### config.mk
export PLATFORM = sky130hd
export DESIGN_NAME = datapath_mc
export DESIGN_NICKNAME = d
export VERILOG_FILES = /design/src/rtl/datapath_mc_pkg.sv /design/src/rtl/datapath_lane.sv /design/src/rtl/datapath_mc.sv
export SDC_FILE = /design/constraint.sdc
export NUM_CORES = 1
export LEC_CHECK = 0
export ABC_AREA = 1
export CORE_AREA = 8 8 131 181
export DETAILED_ROUTE_END_ITERATION = 16
export DIE_AREA = 0 0 139 189
export MAX_ROUTING_LAYER = met4
export PLACE_DENSITY = 0.81
export SLEW_MARGIN = 40
export SYNTH_ARGS = -nofsm -noshare
export SYNTH_HDL_FRONTEND = slang
export SYNTH_HIERARCHICAL = 1
export SYNTH_SLANG_ARGS = --single-unit
### constraint.sdc
create_clock -name CLK_24M -period 4.73 [get_ports CLK_24M]
set_input_delay 1.1825 -clock CLK_24M [delete_from_list [all_inputs] [get_ports CLK_24M]]
set_output_delay 1.1825 -clock CLK_24M [all_outputs]
set_load 0.01 [all_outputs]
### src/rtl/datapath_mc_pkg.sv
// Shared helpers for the multi-channel decimating datapath: widths, input
// difference with optional saturation, and output-mode encoding.
package datapath_mc_pkg;

    localparam logic MODE_DIFF  = 1'b0;
    localparam logic MODE_LEVEL = 1'b1;

    // Working width for the generic subtract helper; callers truncate.
    localparam int unsigned SUB_W = 32;

    function automatic int unsigned acc_width(input int unsigned w_in,
                                              input int unsigned ext);
        return w_in + ext;
    endfunction

    // a and b arrive sign-extended to SUB_W; result is meaningful in its low w bits.
    function automatic logic [SUB_W-1:0] sat_sub(input logic [SUB_W-1:0] a,
                                                 input logic [SUB_W-1:0] b,
                                                 input int unsigned      w,
                                                 input logic             sat);
        logic signed [SUB_W:0] d;
        logic signed [SUB_W:0] hi;
        logic signed [SUB_W:0] lo;
        d  = (SUB_W+1)'($signed(a)) - (SUB_W+1)'($signed(b));
        hi = ((SUB_W+1)'(1) <<< (w - 1)) - (SUB_W+1)'(1);
        lo = -((SUB_W+1)'(1) <<< (w - 1));
        if (sat && (d > hi)) begin
            return hi[SUB_W-1:0];
        end else if (sat && (d < lo)) begin
            return lo[SUB_W-1:0];
        end
        return d[SUB_W-1:0];
    endfunction

endpackage

### src/rtl/datapath_lane.sv
// One channel: p-n difference, error integrator against the held output,
// decimated output register and diff/level output mux.
module datapath_lane
    import datapath_mc_pkg::*;
#(
    parameter int unsigned W_IN           = 9,
    parameter int unsigned N_BITS_ACC_EXT = 3,
    parameter int unsigned SAT_INPUT      = 0
) (
    input  logic            clk,
    input  logic            reset,
    input  logic            enable,
    input  logic            tick,
    input  logic            tick_d,
    input  logic            mode,
    input  logic [W_IN-1:0] p,
    input  logic [W_IN-1:0] n,
    output logic [W_IN-1:0] dout
);

    localparam int unsigned W_ACC = acc_width(W_IN, N_BITS_ACC_EXT);

    logic [W_ACC-1:0] acc;
    logic [W_IN-1:0]  out_q;
    logic [W_IN-1:0]  out_prev;
    logic [W_IN-1:0]  in_c;
    logic [W_IN-1:0]  err;
    logic [W_IN-1:0]  out_diff;

    always_comb begin
        in_c     = W_IN'(sat_sub(SUB_W'($signed(p)), SUB_W'($signed(n)), W_IN,
                                 SAT_INPUT != 0));
        err      = in_c - out_q;
        out_diff = out_q - out_prev;
    end

    // The tick edge samples the pre-update accumulator while the integrator
    // keeps running with the old output.
    always_ff @(posedge clk) begin
        if (reset) begin
            acc      <= '0;
            out_q    <= '0;
            out_prev <= '0;
            dout     <= '0;
        end else begin
            if (enable) begin
                acc <= acc + W_ACC'($signed(err));
            end
            if (tick) begin
                out_q    <= acc[W_ACC-1:N_BITS_ACC_EXT];
                out_prev <= out_q;
            end
            if (tick_d) begin
                dout <= (mode == MODE_DIFF) ? out_diff : out_q;
            end
        end
    end

endmodule

### src/rtl/datapath_mc.sv
// Multi-channel decimating datapath: shared phase counter and frame strobes
// driving N_CH independent lanes.
module datapath_mc
    import datapath_mc_pkg::*;
#(
    parameter int unsigned N_CH           = 4,
    parameter int unsigned W_IN           = 9,
    parameter int unsigned N_BITS_ACC_EXT = 3,
    parameter int unsigned DEC_RATIO      = 8,
    parameter int unsigned SAT_INPUT      = 0
) (
    input  logic                 CLK_24M,
    input  logic                 reset,
    input  logic                 enable,
    input  logic                 mode,
    input  logic [N_CH*W_IN-1:0] counter_p,
    input  logic [N_CH*W_IN-1:0] counter_n,
    output logic [N_CH*W_IN-1:0] channel_output,
    output logic                 out_valid
);

    localparam int unsigned     PH_W    = $clog2(DEC_RATIO);
    localparam logic [PH_W-1:0] PH_LAST = PH_W'(DEC_RATIO - 1);

    logic [PH_W-1:0] ph;
    logic            tick;
    logic            tick_d;

    assign tick = enable && (ph == PH_LAST);

    // Frame timing: ph advances only while enabled; valid trails tick by two edges.
    always_ff @(posedge CLK_24M) begin
        if (reset) begin
            ph        <= '0;
            tick_d    <= 1'b0;
            out_valid <= 1'b0;
        end else begin
            if (enable) begin
                ph <= (ph == PH_LAST) ? '0 : ph + PH_W'(1);
            end
            tick_d    <= tick;
            out_valid <= tick_d;
        end
    end

    for (genvar c = 0; c < N_CH; c++) begin : g_lane
        datapath_lane #(
            .W_IN           (W_IN),
            .N_BITS_ACC_EXT (N_BITS_ACC_EXT),
            .SAT_INPUT      (SAT_INPUT)
        ) u_lane (
            .clk    (CLK_24M),
            .reset  (reset),
            .enable (enable),
            .tick   (tick),
            .tick_d (tick_d),
            .mode   (mode),
            .p      (counter_p[c*W_IN +: W_IN]),
            .n      (counter_n[c*W_IN +: W_IN]),
            .dout   (channel_output[c*W_IN +: W_IN])
        );
    end

endmodule

### After elaboration in Yosys (flattened, before gate mapping)

Index checks and enable logic that the tools add are counted.

| storage, ports and cells | value |
|---|---|
| input port bits | 76 |
| logic and storage cells | 43 |
| output and inout port bits | 37 |
| flip-flop bits (word level) | 161 |

| cells by class | value |
|---|---|
| add/sub/neg operators | 17 |
| reductions and logical operators | 1 |
| mux-type cells | 5 |
| equality and inequality tests | 1 |

Operators with widths:

| cell | count |
|---|---|
| $sub 9x9->9 | 12 |
| $add 12x12->12 | 4 |
| $mux 9 | 4 |
| $add 3x1->3 const B | 1 |
| $eq 3x3->1 const B | 1 |
| $mux 3 | 1 |
| $logic_and 1x1->1 | 1 |

### Logic depth before layout (Yosys ltp)

Gate-level depths: netlist of run 1.

| depth | value |
|---|---|
| word-level depth | 3 |
| gate-level depth with buffers | 24 |
| gate-level depth less buffers | 24 |

### Cells and area by module

The synthesis of run 1 kept the hierarchy.

By module, submodules not included:

| module | times used | sequential area each (µm²) | area an instance (µm²) | cells each |
|---|---|---|---|---|
| datapath_lane at g_lane[1].u_lane | 1 | 780.7 | 3010.4 | 429 |
| datapath_lane at g_lane[3].u_lane | 1 | 780.7 | 2991.6 | 428 |
| datapath_lane at g_lane[0].u_lane | 1 | 780.7 | 2985.4 | 432 |
| datapath_lane at g_lane[2].u_lane | 1 | 780.7 | 2980.4 | 437 |
| datapath_mc | 1 | 100.1 | 203.9 | 26 |

### Worst setup path after synthesis of run 1

No wires, ideal clock.

| timing | value |
|---|---|
| path type | input-to-reg |
| from | in counter_n[20] |
| to | reg g_lane[2].u_lane.acc[9] |
| setup slack | 0.782 ns |
| setup time | 0.115 ns |
| stages on the path | 21 |
| data arrival time | 3.832 ns |
| buffers on the path | 0 |
| data required time | 4.615 ns |
| path through | inv_1 -> fa_1 -> ha_1 -> a21oi_1 -> o21ai_0 -> a21oi_1 -> nor2_1 -> nor2_1 -> xor2_1 -> inv_1 -> ha_1 -> nand2_1 -> inv_1 -> nand2_1 -> nand2_1 -> a21oi_1 -> o21bai_1 -> nand2_1 -> nand2_1 -> o21ai_0 -> inv_1 |

| on the way | value |
|---|---|
| cells in the longest elaborated chain, start to end | 3 |

Ends and longest elaborated chain:

| item | line | RTL |
|---|---|---|
| from (decl) | datapath_mc.sv:17 | `input logic [N_CH*W_IN-1:0] counter_n,` |
| $sub 9x9->9 | datapath_mc_pkg.sv:24 | `d = (SUB_W+1)'($signed(a)) - (SUB_W+1)'($signed(b));` |
| $sub 9x9->9 | datapath_lane.sv:33 | `err = in_c - out_q;` |
| $add 12x12->12 | datapath_lane.sv:47 | `acc <= acc + W_ACC'($signed(err));` |
| to (signal assigned) | datapath_lane.sv:47 |  |
| to (decl) | datapath_lane.sv:23 | `logic [W_ACC-1:0] acc;` |

No other way between the ends.
A chain may end at the register's enable or synchronous reset.

### Final worst setup path of run 1

| timing | value |
|---|---|
| from | in counter_n[2] |
| to | reg g_lane[0].u_lane.acc[10] |

| on the way | value |
|---|---|
| cells in the longest elaborated chain, start to end | 3 |

Ends and longest elaborated chain:

| item | line |
|---|---|
| $sub 9x9->9 | datapath_mc_pkg.sv:24 |
| $sub 9x9->9 | datapath_lane.sv:33 |
| $add 12x12->12 | datapath_lane.sv:47 |
| to (signal assigned) | datapath_lane.sv:47 |
| to (decl) | datapath_lane.sv:23 |

No other way between the ends.

==> results.tsv, run 1 <==
stage	metric	value	unit
outcome	status	finished clean	
yosys	netlist_instances	1752	
finish	final_area	14100	sq um
worst_setup_path	cp_data_arrival_time	4.69	ns
sta	clock-skew-final	0.0126	ns
detailed_routing	drc	0	
yosys	synth_top_flop_cell	dfxtp_1	
global_routing	antenna_found_initial	0	
sta	tightest_slew	0.801	ns
worst_setup_path	path_class	primary input to flip-flop	
power	power.density	335	nW/um^2
die	initial_utilization	58.0	%
sta	maxSlewViolCount	0	
clocking	cts_buffer_depth	2	
finish	stdcell_count	2120	
place	port_buffers	112	
die	design.die.area	26300	sq um
die	row_count	63	
sta	layout_setup_ws	0.359	ns
finish	seqCellArea	3220	sq um
die	ios	113	
yosys	syn_area	12200	sq um
detailed_routing	drt-initial-drc-count	713	
finish	nets	2085	
detailed_routing	via_per_inst	5.39	
sta	setup_tns	0	ns
yosys	synth_edf_count	0	
finish	fin_util	67.1	%
place	dp.cells	2088	
detailed_routing	vias	11400	
power	clkPwrFrac	30.2	%
die	die_x	139	um
detailed_routing	ant_nets	0	
yosys	yosysSeqAreaShare	26.5	%
yosys	ys_seq_elements	161	
sta	finalHoldViolations	0	
clocking	path_clk_slew	0.06	ns
place	hpwl	21900	um
place	dpl_cell_area	13500	sq um
finish	final_common_cell	inv_1	
hold_path	hp-class	flip-flop to flip-flop	
sta	fmax	0.229	GHz
finish	layout_common_cells	327 x inv_1, 325 x nand2_1, 210 x a21oi_1, 160 x dfxtp_1, 143 x o21ai_0	
global_routing	grtUsageTotal	23.6	%
clocking	htreeDepth	4	
job	cap_violations	0	
clocking	cts.sinks	161	
sta	finalCriticalPeriod	4.37	ns
die	core-area	21000	sq um
clocking	clk-insertion-delay-late	0.43	ns
clocking	cts-root-buf	clkbuf_16	
yosys	ys_types	36	
power	leakagePower	6.98	nW
worst_setup_path	cp-start-kind	primary input	
yosys	async_reset_ff_share	0	%
power	swShare	36.7	%
clocking	cts_resized	0	
power	p_sw	1.73	mW
clocking	cts_tree	built	
worst_setup_path	cp_max_fo	4	
sta	slew_headroom	46.6	%
worst_setup_path	cp_data_required_time	5.05	ns
place	gp_congestion	0.925	
finish	area_growth	15.7	%
die	die_h	189	um
global_routing	grt_start_max_net_pins	74	
power	p_int	2.98	mW
sta	rsz0062_at_grt	false	
detailed_routing	first_pass_iters	5	
place	dp_worst_setup_slack	0.0152	ns
power	pwr-share-seq	32.2	%
worst_setup_path	end_kind	flip-flop	
global_routing	grt_overflow	0	
power	p_comb_share	37.6	%
sta	finalCritPeriodShare	92.4	%
global_routing	grt_pass1_vias	11300	
yosys	synth_area_per_cell	6.95	sq um
detailed_routing	totalWireLength	29500	um
clocking	hold_buffers	0	
finish	drive_above_1_share	4.57	%
finish	fill_cells	1824	
finish	antennaDiodeCount	0	
detailed_routing	routedWlPerCell	13.9	um
yosys	synth_nets	1990	
global_routing	grt_pass1_wl	50500	um
yosys	yosysWarnings	6	
sta	setup_violations	0	
clocking	cts_made_buffers	17	
finish	multi_input_comb_area	7490	sq um
power	peakVddDrop	261	uV
clocking	cts_setup_buffers	0	
kinds of logic after synthesis:
kind of cell               share of synthesized area (%)
AOI/OAI and AO/OA                                   18.9
buffers and inverters                               12.0
and+or+nand+nor                                     19.6
adders and majority gates                           19.1
xor gates and xnor gates                            3.89
DFF                                                 26.5
stage by stage:
step | total power, mW | hold slack [ns]
after global routing | 5.06 | 0.478
after floorplan | 2.89 | 0.429
after detailed placement | 3.28 | 0.456
after global placement | 3.23 | 0.454
after CTS | 4.72 | 0.466
final | 4.71 | 0.464
per-layer routing:
| layer | wire length [um] | global-route usage, % | vias up |
|---|---|---|---|
| met2 | 15200 | 43.2 | 259 |
| met1 | 12600 | 25.3 | 5305 |
| met5 | 0 | - | - |
| met4 | 667 | 8.64 | 0 |
| met3 | 1050 | 3.68 | 57 |
| li1 | - | - | 5816 |
worst paths after layout:
| check | from | end | slack, ns | cells past startpoint |
|---|---|---|---|---|
| hold / removal | g_lane[3].u_lane/dout[7] | g_lane[3].u_lane/dout[7] | 0.46 | 2 |
| hold reg to reg | g_lane[3].u_lane/dout[7] | g_lane[3].u_lane/dout[7] | 0.46 | 2 |
| setup reg to reg | g_lane[0].u_lane/out_q[2] | g_lane[0].u_lane/acc[10] | 1.14 | 19 |
| setup / recovery | counter_n[2] | g_lane[0].u_lane/acc[10] | 0.36 | 20 |
worst max-delay path, cell delays in order:
cell and delay [ns]:
clkdlybuf4s50_1 0.46, inv_1 0.05, fa_1 0.45, ha_1 0.36, a21oi_1 0.15, o21ai_1 0.11
nand2_1 0.07, nand2_1 0.05, a21oi_1 0.27, o21ai_0 0.17, nand2_1 0.10, nand2_1 0.06
ha_1 0.36, nand2_1 0.09, nor3_1 0.21, nand3_1 0.12, nand4_1 0.14, nor2_1 0.06
o21ai_0 0.16, inv_1 0.05
sequential cells by signal, summed over array words and instances, names as in the netlist:
signal	flops
out_valid	1
tick_d	1
g_lane.u_lane/out_prev	36
ph	3
g_lane.u_lane/dout	36
g_lane.u_lane/out_q	36
g_lane.u_lane/acc	48
cells in the mapped netlist, types with 2 or more instances:
master / count / area, sq um
nor3_1: 4 / 20.0
a21oi_1: 210 / 1050
clkbuf_1: 35 / 131
dfxtp_1: 161 / 3220
o21bai_1: 8 / 60.1
xor2_1: 30 / 263
nand4_1: 11 / 68.8
ha_1: 122 / 1530
nand3b_1: 3 / 22.5
nor2_1: 122 / 458
nand3_1: 67 / 335
xnor2_1: 24 / 210
a31oi_1: 7 / 43.8
a21o_1: 8 / 60.1
nand2_1: 325 / 1220
buf_2: 5 / 25.0
nor2_2: 6 / 37.5
inv_1: 329 / 1230
nand2_2: 13 / 81.3
nand3_2: 10 / 100
clkinv_1: 8 / 30.0
or2_2: 2 / 12.5
a21oi_2: 6 / 52.6
o21ai_1: 6 / 30.0
o21ai_0: 143 / 716
o21ai_2: 3 / 26.3
o211ai_1: 30 / 225
fa_1: 40 / 801
a21boi_0: 2 / 15.0
buf_4: 2 / 15.0
or2_1: 5 / 31.3
layout make-up:
class,count,area share (%)
clock inverters,13,1.16
inverters,338,9.06
flip-flops and latches,161,22.9
multi-input cells,1209,53.2
repair buffers,120,8.28
clock buffers,19,3.08
well taps,260,2.31
power groups by stage:
stage / sequential [mW] / combinational, mW / clock [mW]
2_1_floorplan: 1.53 / 1.36 / 0
3_3_place_gp: 1.54 / 1.68 / 0
3_5_place_dp: 1.54 / 1.74 / 0
4_1_cts: 1.51 / 1.76 / 1.44
5_1_grt: 1.53 / 2.02 / 1.51
6_report: 1.52 / 1.77 / 1.42
No activity file was read; power rests on OpenSTA's default activity.
==> run 2: changes to the inputs <==
Settings changed: GPL_TIMING_DRIVEN set to 0.
==> results.tsv, run 2 (synthesis gave the netlist of run 1 again) <==
stage	metric	value	unit	change
outcome	status	finished clean		
worst_setup_path	r2r_start	g_lane[2].u_lane/out_q[2]		
detailed_routing	drc	0		unchanged
global_routing	grt_pass1_wl	51100	um	+1.1%
worst_setup_path	path_class	primary input to flip-flop		
global_routing	grt_pass1_vias	11500		+1.9%
worst_setup_path	cp_max_fo	4		unchanged
die	row_count	63		unchanged
finish	final_common_cell	inv_1		
sta	setup_tns	0	ns	unchanged
clocking	htreeDepth	4		unchanged
place	gp_congestion	0.965		+4.3%
global_routing	antenna_found_initial	0		unchanged
clocking	clk-insertion-delay-late	0.43	ns	about the same
sta	clock-skew-final	0.00825	ns	-0.00438 ns
clocking	cts_made_buffers	17		unchanged
die	initial_utilization	58.0	%	unchanged
detailed_routing	via_per_inst	5.37		-0.39%
finish	antennaDiodeCount	0		unchanged
sta	finalHoldViolations	0		unchanged
place	port_buffers	112		unchanged
global_routing	grt_overflow	0		unchanged
detailed_routing	vias	11600		+1.3%
power	power.density	329	nW/um^2	-1.9%
worst_setup_path	cp_data_required_time	5.05	ns	about the same
detailed_routing	first_pass_iters	5		unchanged
die	die_x	139	um	unchanged
sta	finalCritPeriodShare	92.4	%	about the same
clocking	path_clk_slew	0.07	ns	about the same
die	die_h	189	um	unchanged
sta	rsz0062_at_grt	false		
sta	maxSlewViolCount	0		unchanged
die	design.die.area	26300	sq um	unchanged
worst_setup_path	startpoint	counter_n[20]		
hold_path	hp-class	flip-flop to flip-flop		
finish	layout_common_cells	329 x inv_1, 325 x nand2_1, 210 x a21oi_1, 161 x dfxtp_1, 143 x o21ai_0		
place	dpl_cell_area	13600	sq um	+0.97%
detailed_routing	drt-initial-drc-count	686		-3.8%
clocking	cts-root-buf	clkbuf_16		
clocking	cts_setup_buffers	0		unchanged
sta	hold_ws	0.465	ns	+0.000812 ns
global_routing	grt_start_max_net_pins	22		-70%
worst_setup_path	cp_data_arrival_time	4.69	ns	about the same
finish	largest_reg_flops	48		unchanged
finish	drive_above_1_share	4.33	%	-0.24 points
sta	setup_violations	0		unchanged
global_routing	grtUsageTotal	23.9	%	+0.34 points
sta	finalCriticalPeriod	4.37	ns	-0.000526 ns
worst_setup_path	cp-start-kind	primary input		
place	hpwl	23500	um	+7.5%
worst_setup_path	end_kind	flip-flop		
sta	slew_headroom	45.9	%	-0.63 points
clocking	cts.sinks	161		unchanged
job	cap_violations	0		unchanged
hold_path	hold_path.startpoint	g_lane[1].u_lane/dout[5]		
finish	largest-register	g_lane.u_lane/acc		
power	peakVddDrop	261	uV	-0.20%
detailed_routing	totalWireLength	30400	um	+3.0%
sta	fmax	0.229	GHz	about the same
finish	final_area	14200	sq um	+0.84%
clocking	cts_buffer_depth	2		unchanged
finish	area_growth	16.6	%	
finish	nets	2121		+1.7%
detailed_routing	ant_nets	0		unchanged
place	dp_worst_setup_slack	-0.0402	ns	-0.0554 ns
sta	tightest_slew	0.808	ns	+0.00773 ns
die	ios	113		unchanged
die	core-area	21000	sq um	unchanged
sta	layout_setup_ws	0.360	ns	+0.000526 ns
clocking	hold_buffers	0		unchanged
power	leakagePower	7.04	nW	+0.85%
detailed_routing	routedWlPerCell	14.1	um	+1.4%
clocking	cts_resized	0		unchanged
clocking	cts_tree	built		
## run 2: worst paths after layout
path / to / cells past startpoint / slack, ns
max: g_lane[2].u_lane/acc[9] / 22 / 0.36
min: g_lane[1].u_lane/dout[5] / 2 / 0.46
max reg2reg: g_lane[2].u_lane/acc[9] / 21 / 1.16
min reg2reg: g_lane[1].u_lane/dout[5] / 2 / 0.46
## run 2: cell type report
| class | count | area (sq um) |
|---|---|---|
| multi-input cells | 1209 | 7490 |
| plain buffers | 44 | 186 |
| well taps | 260 | 325 |
| repair buffers | 112 | 1110 |
| inverters | 338 | 1270 |
| fillers | 1770 | 6770 |
| clock buffers | 20 | 457 |
| flip-flops and latches | 161 | 3220 |
| clock inverters | 11 | 131 |
## run 2: per-stage QoR
step / power (mW) / util, % / std cells
floorplan: 2.89 / - / 1752
global placement: 3.23 / 64.9 / 2124
detailed placement: 3.28 / 64.9 / 2124
CTS: 4.68 / 67.7 / 2155
global route: 5.00 / 67.7 / 2155
finish: 4.66 / 67.7 / 2155
## run 2: worst max-delay path, cell delays in order
cell and delay (ns):
clkdlybuf4s50_1 0.45, inv_1 0.06, fa_1 0.46, ha_1 0.37, nand2_1 0.07, o21ai_0 0.37, a21oi_1 0.13, nor2_1 0.10
nor2_1 0.05, xor2_1 0.13, inv_1 0.06, ha_1 0.33, nand2_1 0.10, inv_1 0.04, nand2_1 0.07, nand2_1 0.07
a21oi_1 0.22, o21bai_1 0.12, nand2_1 0.07, nand2_1 0.04, o21ai_0 0.13, inv_1 0.05
## run 2: power by group
group | internal, mW | switching (mW)
registers | 1.45 | 0.0672
logic | 0.705 | 1.05
clock network | 0.806 | 0.582
total | 2.96 | 1.70
## run 2: metal layers
layer / wire, um / track usage [%] / up-vias / part of all wire (%)
li1: - / - / 5887 / -
met1: 12500 / 24.7 / 5325 / 41
met2: 15700 / 44.0 / 291 / 52
met3: 1230 / 3.81 / 78 / 4.0
met4: 990 / 10.9 / 0 / 3.3
met5: 0 / - / - / 0
==> run 3: changes to the inputs <==
Settings changed: RECOVER_POWER set to 50.
==> results.tsv, run 3 (synthesis gave the netlist of run 1 again) <==
stage	metric	value	unit	change
place	dp_worst_setup_slack	-0.0402	ns	unchanged
clocking	hold_buffers	0		unchanged
hold_path	hold_path.startpoint	g_lane[1].u_lane/dout[5]		
sta	slew_headroom	5.03	%	-41 points
detailed_routing	totalWireLength	30400	um	-0.11%
worst_setup_path	r2r_slack	1.16	ns	about the same
finish	fin_util	67.7	%	about the same
clocking	htreeDepth	4		unchanged
clocking	cts_made_buffers	17		unchanged
job	cap_violations	0		unchanged
place	port_buffers	112		unchanged
detailed_routing	met1_length	12400	um	-0.93%
detailed_routing	top_layer	met4		
clocking	cts_setup_buffers	0		unchanged
clocking	cts-root-buf	clkbuf_16		
outcome	status	finished clean		
worst_setup_path	worstReg2RegEnd	g_lane[2].u_lane/acc[9]		
worst_setup_path	ff2ff_path_depth	21		unchanged
clocking	clk-insertion-delay-late	0.43	ns	about the same
worst_setup_path	path_class	primary input to flip-flop		
detailed_routing	drc	0		unchanged
sta	tightest_slew	1.42	ns	+0.616 ns
finish	multi_input_comb_area	7490	sq um	about the same
place	dp.cells	2124		unchanged
finish	drive_above_1_share	4.17	%	-0.16 points
sta	clock-skew-final	0.00816	ns	-0.0000868 ns
power	peakVddDrop	263	uV	+0.87%
global_routing	grtUsageTotal	23.9	%	unchanged
global_routing	grt_pass1_wl	51100	um	unchanged
worst_setup_path	end_kind	flip-flop		
place	hpwl	23500	um	unchanged
finish	fill_cells	1770		unchanged
global_routing	grt_pass1_vias	11500		unchanged
sta	rsz0062_at_grt	false		
finish	antennaDiodeCount	0		unchanged
clocking	cts_resized	0		unchanged
sta	setup_violations	0		unchanged
power	leakagePower	7.17	nW	+1.8%
global_routing	antenna_found_initial	0		unchanged
die	core-area	21000	sq um	unchanged
sta	finalHoldViolations	0		unchanged
finish	final_area	14200	sq um	about the same
finish	nets	2121		unchanged
finish	largest-register	g_lane.u_lane/acc		
place	dpl_cell_area	13600	sq um	unchanged
hold_path	holdPathEnd	g_lane[1].u_lane/dout[5]		
finish	layout_common_cells	329 x inv_1, 325 x nand2_1, 211 x a21oi_1, 161 x dfxtp_1, 144 x o21ai_0		
die	die_h	189	um	unchanged
clocking	cts_tree	built		
clocking	cts.sinks	161		unchanged
power	power.total	4.66	mW	about the same
global_routing	grt_start_max_net_pins	22		unchanged
detailed_routing	drt-initial-drc-count	687		+0.15%
clocking	path_clk_slew	0.07	ns	about the same
detailed_routing	wl_met3	1300	um	+5.7%
hold_path	worstHoldPathCells	2		unchanged
finish	final_common_cell	inv_1		
die	ios	113		unchanged
sta	layout_setup_ws	0.363	ns	+0.00346 ns
detailed_routing	ant_nets	0		unchanged
sta	finalCriticalPeriod	4.37	ns	-0.00346 ns
sta	maxSlewViolCount	0		unchanged
finish	seqCellArea	3220	sq um	unchanged
die	initial_utilization	58.0	%	unchanged
hold_path	hp-class	flip-flop to flip-flop		
place	gp_congestion	0.965		unchanged
power	power.density	329	nW/um^2	about the same
worst_setup_path	cp_data_required_time	5.06	ns	about the same
die	design.die.area	26300	sq um	unchanged
global_routing	grt_overflow	0		unchanged
finish	largest_reg_flops	48		unchanged
sta	finalCritPeriodShare	92.3	%	about the same
detailed_routing	met2_length	15800	um	+0.19%
worst_setup_path	cp-start-kind	primary input		
worst_setup_path	cp_data_arrival_time	4.69	ns	about the same
detailed_routing	via_per_inst	5.38		+0.16%
die	die_x	139	um	unchanged
sta	setup_tns	0	ns	unchanged
worst_setup_path	r2r_start	g_lane[2].u_lane/out_q[2]		
detailed_routing	first_pass_iters	5		unchanged
die	row_count	63		unchanged
sta	hold_ws	0.461	ns	-0.00310 ns
detailed_routing	routedWlPerCell	14.1	um	-0.11%
sta	fmax	0.229	GHz	about the same
worst_setup_path	cp_max_fo	4		unchanged
finish	area_growth	16.6	%	about the same
finish	stdcell_count	2155		unchanged
clocking	cts_buffer_depth	2		unchanged
detailed_routing	vias	11600		+0.16%
==> run 3: cell types whose count changed in the layout (fill, tap and decap cells not counted), sizes merged <==
cell | before | now
buf | 11 | 9
dlygate4sd3 | 0 | 42
clkdlybuf4s50 | 110 | 68
clkbuf | 55 | 57
==> run 3: critical path: stages <==
cell             delay [ns]
clkdlybuf4s50_1        0.45
inv_1                  0.06
fa_1                   0.46
ha_1                   0.37
nand2_1                0.07
o21ai_0                0.37
a21oi_1                0.13
nor2_1                 0.10
nor2_1                 0.05
xor2_1                 0.13
inv_1                  0.06
ha_1                   0.33
nand2_1                0.10
inv_1                  0.04
nand2_1                0.07
nand2_1                0.07
a21oi_1                0.22
o21bai_1               0.12
nand2_1                0.07
nand2_1                0.04
o21ai_0                0.13
inv_1                  0.05
==> run 3: routing by layer <==
metal	up-vias	track usage, %
met3	78	3.81
met5	-	-
met1	5335	24.7
li1	5886	-
met2	300	44.0
met4	0	10.9
==> run 3: area by class of cell <==
cell class / instances / share of cell area, %
multi-input cells: 1209 / 52.8
flip-flops and latches: 161 / 22.7
inverters: 338 / 8.95
repair buffers: 112 / 7.82
clock buffers: 20 / 3.22
well taps: 260 / 2.29
plain buffers: 44 / 1.30
clock inverters: 11 / 0.926
==> run 3: how the worst max path moves through the flow <==
stage	from	endpoint	slack [ns]
after global placement	counter_n[20]	g_lane[2].u_lane/acc[9]	0.04
final	counter_n[20]	g_lane[2].u_lane/acc[9]	0.36
after CTS	counter_n[20]	g_lane[2].u_lane/acc[9]	0.41
after detailed placement	counter_n[20]	g_lane[2].u_lane/acc[9]	-0.04
after global routing	counter_n[20]	g_lane[2].u_lane/acc[9]	0.03
after floorplan	counter_n[20]	g_lane[2].u_lane/acc[9]	0.78
==> run 3: power breakdown <==
part	leakage (nW)	switching, mW	internal (mW)	total (mW)
sequential	1.31	0.0670	1.45	1.52
combinational	5.58	1.05	0.704	1.76
clock	0.279	0.584	0.806	1.39
total	7.17	1.70	2.96	4.66
==> variant (settings of run 2) <==
Reset style: asynchronous (`reset`), changed in 2 clocked blocks.
--- a/src/rtl/datapath_lane.sv
+++ b/src/rtl/datapath_lane.sv
@@ -38,3 +38,3 @@
     // keeps running with the old output.
-    always_ff @(posedge clk) begin
+    always_ff @(posedge clk or posedge reset) begin
         if (reset) begin
--- a/src/rtl/datapath_mc.sv
+++ b/src/rtl/datapath_mc.sv
@@ -31,3 +31,3 @@
     // Frame timing: ph advances only while enabled; valid trails tick by two edges.
-    always_ff @(posedge CLK_24M) begin
+    always_ff @(posedge CLK_24M or posedge reset) begin
         if (reset) begin
Function: differs if reset is asserted again (counterexample within 10 cycles, from zero or initial values and one cycle with reset high); with reset held inactive, the same outputs for 10 cycles.
==> variant against run 2 <==
Sequential cell count unchanged. Worst setup slack gained 0.24 ns. Wire length decreased by 4.8%. Cell area increased by 2.2%. Area after synthesis is 2.0% higher. Register-to-register slack gained 0.25 ns.
Power is not shown: default switching activity piles up to over one toggle a cycle in this logic, so the estimate is an artifact.
==> variant: results (changes against run 2) <==
metric	value	unit	change
status	finished, final reports clean		unchanged
first_pass_grt_wire_length	49.0	mm	was 51.1 mm
synth-adder-area-share	18.7	%	was 19.1%
critical_path_capture_point	g_lane[2].u_lane/acc[11]		was g_lane[2].u_lane/acc[9]
regArea	4030	um2	was 3220 um2
post_synth_xor_area_fraction	4.73	%	was 3.89%
final-nonclk-buf-share	8.97	%	was 9.14%
nClkBuffers	23		was 20
synthDistinctLibCells	34		was 36
drive_gt1_share	4.41	%	was 4.33%
net_count_of_the_mapped_netlist	1885		was 1,990
startpoint_of_the_lowest_slack_register_to_register_path	g_lane[2].u_lane/out_q[4]		was g_lane[2].u_lane/out_q[2]
global_route.usage.met2	43.3	%	was 44.0%
critical-path-max-stage-delay	0.48	ns	was 0.46 ns
yosysSeqAreaShare	32.5	%	was 26.5%
worst_pin_slew	0.598	ns	was 0.808 ns
critical_path.max_fanout	5		was 4
worst_ep_arrival_time	4.45	ns	was 4.69 ns
gr-usage-all-layers	23.2	%	was 23.9%
dp_hpwl	23.0	mm	was 23.5 mm
postRouteWirelength	28.9	mm	was 30.4 mm
compound_cell_area_share_of_the_yosys_netlist	12.6	%	was 18.9%
n_all_inverters	247		was 338
crit_start	counter_n[22]		was counter_n[20]
met2RoutedLength	15.5	mm	was 15.7 mm
count_of_mapped_cells_out_of_synthesis	1647		was 1,752
hold_path_startpoint	g_lane[3].u_lane/dout[1]		was g_lane[1].u_lane/dout[5]
drt_iter0_markers	552		was 686
buffer_ports.inserted	111		was 112
r2r_cells	20		was 21
finalClockSkew	0.0118	ns	was 0.00825 ns
area_contributors_post_synth	sky130_fd_sc_hd__dfrtp_1, sky130_fd_sc_hd__nand2_1, sky130_fd_sc_hd__ha_1		was sky130_fd_sc_hd__dfxtp_1, sky130_fd_sc_hd__ha_1, sky130_fd_sc_hd__inv_1
fill_cells	1736		was 1,770
global_route.usage.met1	23.7	%	was 24.7%
multi_input_area_share	50.4	%	was 52.8%
multi_input_cells	1206		was 1,209
ys_async_sr_fraction	100	%	was 0%
detailroute.wirelength.met3	1.07	mm	was 1.23 mm
holdPathEnd	g_lane[3].u_lane/dout[1]		was g_lane[1].u_lane/dout[5]
final_nets	2017		was 2,121
buffers_excl_clock	146		was 156
met1_length	11.6	mm	was 12.5 mm
synth_top_cells_by_count	sky130_fd_sc_hd__nand2_1, sky130_fd_sc_hd__inv_1, sky130_fd_sc_hd__dfrtp_1, sky130_fd_sc_hd__ha_1, sky130_fd_sc_hd__a21oi_1		was sky130_fd_sc_hd__inv_1, sky130_fd_sc_hd__nand2_1, sky130_fd_sc_hd__a21oi_1, sky130_fd_sc_hd__dfxtp_1, sky130_fd_sc_hd__o21ai_0
gp_routability_congestion	0.932		was 0.965
worst-r2r-setup-slack	1.41	ns	was 1.16 ns
clkcell_share	4.17	%	was 4.14%
grt_use_met3	4.46	%	was 3.81%
grt_start_max_net_pins	40		was 22
grt_pass1_vias	11045		was 11.5k
-- variant: changes by cell type after synthesis, moves of 40 or more --
cell and delta:
sky130_fd_sc_hd__dfrtp_1 +161, sky130_fd_sc_hd__dfxtp_1 -161, sky130_fd_sc_hd__nand2_1 +168, sky130_fd_sc_hd__a21oi_1 -94, sky130_fd_sc_hd__nor2_1 -40, sky130_fd_sc_hd__o21ai_0 -46
sky130_fd_sc_hd__inv_1 -89
-- variant: through the flow --
step	setup WS (ns)	util [%]	hold slack, ns	area [um2]
2_1_floorplan	0.970	-	0.445	12400
3_3_place_gp	0.295	66.1	0.460	13800
3_5_place_dp	0.258	66.3	0.466	13900
4_1_cts	0.688	69.2	0.483	14500
5_1_grt	0.391	69.2	0.507	14500
6_report	0.602	69.2	0.480	14500
